[config.mk]
export PLATFORM = sky130hd
export DESIGN_NAME = mac_accum
export DESIGN_NICKNAME = d
export VERILOG_FILES = /design/src/rtl/mac_accum.sv
export SDC_FILE = /design/constraint.sdc
export NUM_CORES = 1
export LEC_CHECK = 0
export CAP_MARGIN = 20
export CORE_UTILIZATION = 50
export DETAILED_ROUTE_END_ITERATION = 8
export PLACE_DENSITY = 0.67
export SLEW_MARGIN = 20
export SYNTH_ARGS = -nofsm -noshare
export SYNTH_HDL_FRONTEND = slang
export SYNTH_SLANG_ARGS = --single-unit
[constraint.sdc]
create_clock -name clk -period 7.2 [get_ports clk]
set_input_delay 1.44 -clock clk [delete_from_list [all_inputs] [get_ports clk]]
set_output_delay 1.44 -clock clk [all_outputs]
set_load 0.05 [all_outputs]
[src/rtl/mac_accum.sv]
// mac_accum: signed multiply-accumulate that emits one saturated sum per LEN accepted operand pairs.
//   clk, rst            : rising-edge clock, synchronous active-high reset
//   in_valid/in_ready   : operand handshake for in_a, in_b (signed DW-bit)
//   out_valid/out_ready : result handshake for out_data (signed AW-bit)
//   out_sat             : the held result clamped at least once while it was formed
module mac_accum #(
    parameter int DW  = 16,
    parameter int AW  = 32,
    parameter int LEN = 4
) (
    input  logic                 clk,
    input  logic                 rst,
    input  logic                 in_valid,
    output logic                 in_ready,
    input  logic signed [DW-1:0] in_a,
    input  logic signed [DW-1:0] in_b,
    output logic                 out_valid,
    input  logic                 out_ready,
    output logic signed [AW-1:0] out_data,
    output logic                 out_sat
);
    localparam int CW = (LEN > 1) ? $clog2(LEN) : 1;
    localparam logic [AW-1:0] MAX_V = {1'b0, {(AW-1){1'b1}}};
    localparam logic [AW-1:0] MIN_V = {1'b1, {(AW-1){1'b0}}};

    typedef enum logic {ACC, HOLD} state_t;

    state_t               state;
    logic signed [AW-1:0] acc;
    logic [CW-1:0]        cnt;
    logic                 sat_flag;
    logic signed [2*DW-1:0] prod;
    logic signed [AW:0]   sum;
    logic signed [AW-1:0] sat_sum;
    logic                 ovf;
    logic                 accept;
    logic                 last;
    logic                 drain;

    assign prod = (2*DW)'(in_a) * (2*DW)'(in_b);
    // One guard bit: overflow shows up as the top two bits of the sum disagreeing.
    assign sum     = (AW+1)'(acc) + (AW+1)'(prod);
    assign ovf     = sum[AW] ^ sum[AW-1];
    assign sat_sum = ovf ? (sum[AW] ? MIN_V : MAX_V) : sum[AW-1:0];

    assign out_valid = (state == HOLD);
    assign in_ready  = !(out_valid && !out_ready);
    assign accept    = in_valid && in_ready;
    assign drain     = out_valid && out_ready;
    assign last      = (cnt == CW'(LEN - 1));

    always_ff @(posedge clk) begin
        if (rst) begin
            state    <= ACC;
            acc      <= '0;
            cnt      <= '0;
            sat_flag <= 1'b0;
            out_data <= '0;
            out_sat  <= 1'b0;
        end else if (accept && last) begin
            // Completing a group wins over a same-cycle drain, so the new result stays valid.
            state    <= HOLD;
            out_data <= sat_sum;
            out_sat  <= sat_flag | ovf;
            acc      <= '0;
            cnt      <= '0;
            sat_flag <= 1'b0;
        end else begin
            if (accept) begin
                acc      <= sat_sum;
                cnt      <= cnt + CW'(1);
                sat_flag <= sat_flag | ovf;
            end
            if (drain)
                state <= ACC;
        end
    end
endmodule
==> results by group <==
Global route
  – Number of global-route vias before repair: 12020
  – First-pass GRT wire length: 60060 µm
  – Pin count of the biggest net entering global routing: 45
  – Antenna violations before repair: 0
  – Gr usage total: 27.16%
  – Grt ovf: 0

Hold path
  – HP Class: reg2reg
  – Hold Crit Depth: 2

Worst setup path
  – CP Class: in2reg
  – Crit Path Max Fanout: 5
  – Setup crit end: out_sat
  – FF-to-FF setup slack: 1870 ps
  – Most frequent CP cell: fa_1
  – CP endpoint kind: flip-flop
  – Crit. Startpoint: in_a[15]
  – Worst stage delay on the critical path: 560 ps
  – FF-to-FF Start: acc[15]
  – WP depth: 29
  – Crit path max-delay family: adder cells
  – CP max-delay cell: fa_1
  – Buffers & Inverters on Critical Path: 12
  – R2r endpoint: out_sat
  – CP startpoint kind: input pin
  – Req. time, crit path: 7400 ps
  – R2R depth: 21
  – Worst EP arrival: 7310 ps

Floorplanning
  – Die width: 169.1 µm
  – Initial Util: 51.38%
  – # rows: 60
  – Core area: 0.02718 mm²
  – Die Y: 169.1 µm
  – Io pins: 71
  – Die area: 0.02860 mm²

Clock tree
  – Max Buffers Root-to-Sink: 2
  – Sink Count: 69
  – CTS tree: built
  – CTS H-tree depth: 3
  – Worst-path clk slew: 50 ps
  – CTS buffer count: 9
  – Clock root cell: clkbuf_16
  – Skew-Pair Late Insertion Delay: 330 ps

Yosys
  – Main combinational cell family by area after synthesis: adder cells
  – Post-Synth XOR/XNOR Area: 2.751%
  – Syn_area_per_cell: 9.120 µm²
  – Area fraction in compound gates after synthesis: 7.885%
  – Ys flop type: dfxtp_1
  – Post-synthesis cell count: 1531
  – Synth Area in Adders: 53.19%
  – Synth Area in Simple Gates: 14.69%
  – Register area share after synthesis: 9.892%
  – Mux contribution to synthesized area: 0.2688%
  – Synthesized net count: 1968
  – Seq cells post-synth: 69
  – Mapped Area: 0.01396 mm²
  – Async set-or-reset flop fraction in the synthesized netlist: 0%
  – EDFF count, synth: 0
  – Cell variety after synth: 64
  – Synthesis warning total: 0

Placement
  – Post-DP HPWL: 28890 µm
  – Port bufs: 70
  – Area after DPL: 0.01655 mm²
  – Dpl ws: -818.4 ps
  – Placer Congestion: 0.8580

Timing
  – Tcrit/Tclk final: 98.81%
  – Fmax: 140.6 MHz
  – Worst slew margin: 35.46%
  – Final WS setup: 85.64 ps
  – Worst clock skew: 7.569 ps
  – Fin. Hold Viols: 0
  – Slew @ Worst Pin: 965.7 ps
  – Slew Limit Fails: 0
  – Tmin final: 7114 ps
  – Setup-failing EPs final: 0
  – Worst hold margin: 463.9 ps
  – Unrepaired setup endpoints after global routing: yes

Layout
  – Synth-to-Final Area Change: 32.71%
  – Final-stage net count: 2247
  – Share of cells above drive strength 1: 29.27%
  – Post-layout util: 68.19%
  – # diodes: 0
  – Post-route cell area: 0.01853 mm²
  – Filler instances: 2053

Run status
  – Outcome: completed

Drt
  – Max layer used: met4
  – Residual DRC: 0
  – Vias/cell: 5.150
  – Routed wire length: 37820 µm
  – Wl on met1: 15170 µm
  – Routed Antenna Nets: 0
  – Drt first pass iters: 5
  – Wire length on met3: 1439 µm
  – Met2 WL: 20180 µm
  – DR WL/cell: 17.30 µm
  – Via count: 11260
  – 1st-iter DRT viols: 685

Flow run
  – Max-Cap Viols: 0
==> kinds of logic after synthesis <==
family	Yosys count
and+or+nand+nor	426
muxes	2
adders and majority gates	416
xor gates and xnor gates	40
buffers and inverters	415
AOI/OAI and AO/OA	163
DFF	69
==> final cells by class <==
class                      instances  area, µm²  share of cell area, %
multi-input combinational       1049      11860                  63.98
timing repair buffer             325       3218                  17.37
sequential                        69       1381                  7.454
inverter                         356       1344                  7.252
tap                              372      465.4                  2.512
clock buffer                      10      239.0                  1.290
clock inverter                     5      27.53                 0.1485
==> cells in the final DEF (no fill, tap or decap), types with 6 or more instances in the layout <==
| cell | instances |
|---|---|
| inv_1 | 316 |
| nand2_1 | 134 |
| nand2_2 | 15 |
| maj3_2 | 15 |
| ha_4 | 20 |
| clkdlybuf4s50_1 | 39 |
| fa_1 | 270 |
| and2_4 | 20 |
| xnor2_1 | 23 |
| clkbuf_16 | 11 |
| a21oi_2 | 16 |
| ha_1 | 82 |
| inv_2 | 38 |
| a21o_1 | 9 |
| nor3_1 | 13 |
| buf_6 | 39 |
| clkbuf_2 | 10 |
| a21oi_1 | 39 |
| and2_1 | 98 |
| nor2_1 | 82 |
| o21ai_0 | 37 |
| nor2_2 | 7 |
| buf_4 | 183 |
| a211oi_2 | 16 |
| dfxtp_1 | 69 |
| buf_12 | 29 |
| nand2_4 | 7 |
| fa_2 | 29 |
| nand3_1 | 9 |
| xor2_1 | 11 |
| nand2b_1 | 6 |
==> per-stage QoR <==
step | instances | setup TNS [ps]
after CTS | 2166 | 0
after detailed placement | 2094 | -48220
after global placement | 2094 | -41530
final | 2186 | 0
after floorplan | 1531 | 0
after global routing | 2186 | -2264
==> synthesized netlist by cell type (3+ instances only) <==
master / instances / area share [%]
a21oi_1: 55 / 2.0
nand3_1: 15 / 0.54
or2_2: 3 / 0.13
and2_1: 117 / 5.2
nand3b_1: 3 / 0.16
a211oi_1: 8 / 0.43
nand2_2: 4 / 0.18
a21o_1: 10 / 0.54
a21oi_2: 3 / 0.19
nor2_1: 90 / 2.4
maj3_2: 12 / 0.97
a211oi_2: 12 / 1.1
o21a_1: 4 / 0.22
inv_1: 356 / 9.6
nand2b_1: 7 / 0.31
xor2_1: 11 / 0.69
nand2_1: 155 / 4.2
maj3_1: 3 / 0.22
nor3_1: 15 / 0.54
clkbuf_1: 52 / 1.4
a31oi_1: 4 / 0.18
xnor2_1: 26 / 1.6
dfxtp_1: 69 / 9.9
o21ai_0: 41 / 1.5
and3_1: 5 / 0.22
ha_1: 102 / 9.1
o211ai_1: 5 / 0.27
fa_1: 299 / 43
==> worst register-to-register path: cells and delay by family, from the launching register on <==
family | cells | cell delay [ps]
adders and majority gates | 6 | 2720
AOI/OAI and AO/OA | 2 | 500
xor gates and xnor gates | 1 | 80
and+or+nand+nor | 5 | 680
muxes | 1 | 330
buffers and inverters | 6 | 540
DFF | 1 | 340
==> registers in the layout (all words and copies together), names as in the netlist <==
name and flops:
out_valid 1, out_sat 1, acc 32, out_data 32
sat_flag 1, cnt 2
==> per-layer routing <==
layer	GRT usage [%]	up-vias
met5	0	-
met4	8.852	0
met3	2.572	60
met2	49.28	256
met1	33.99	5780
li1	-	5162
==> worst min path at each step <==
stage,from,to
final,cnt[1],cnt[1]
after global routing,cnt[1],cnt[1]
after CTS,out_data[11],out_data[11]
after detailed placement,out_data[11],out_data[11]
after global placement,out_data[11],out_data[11]
after floorplan,acc[23],acc[23]
==> what timing repair did <==
item                       CTS  global route
pin swaps                   94           126
resized for setup          194           184
setup buffers               48            25
setup endpoints to repair   66            66
cloned                      11             2
hold buffers                 0             0
Power is not shown: default switching activity piles up to over one toggle a cycle in this logic, so the estimate is an artifact.
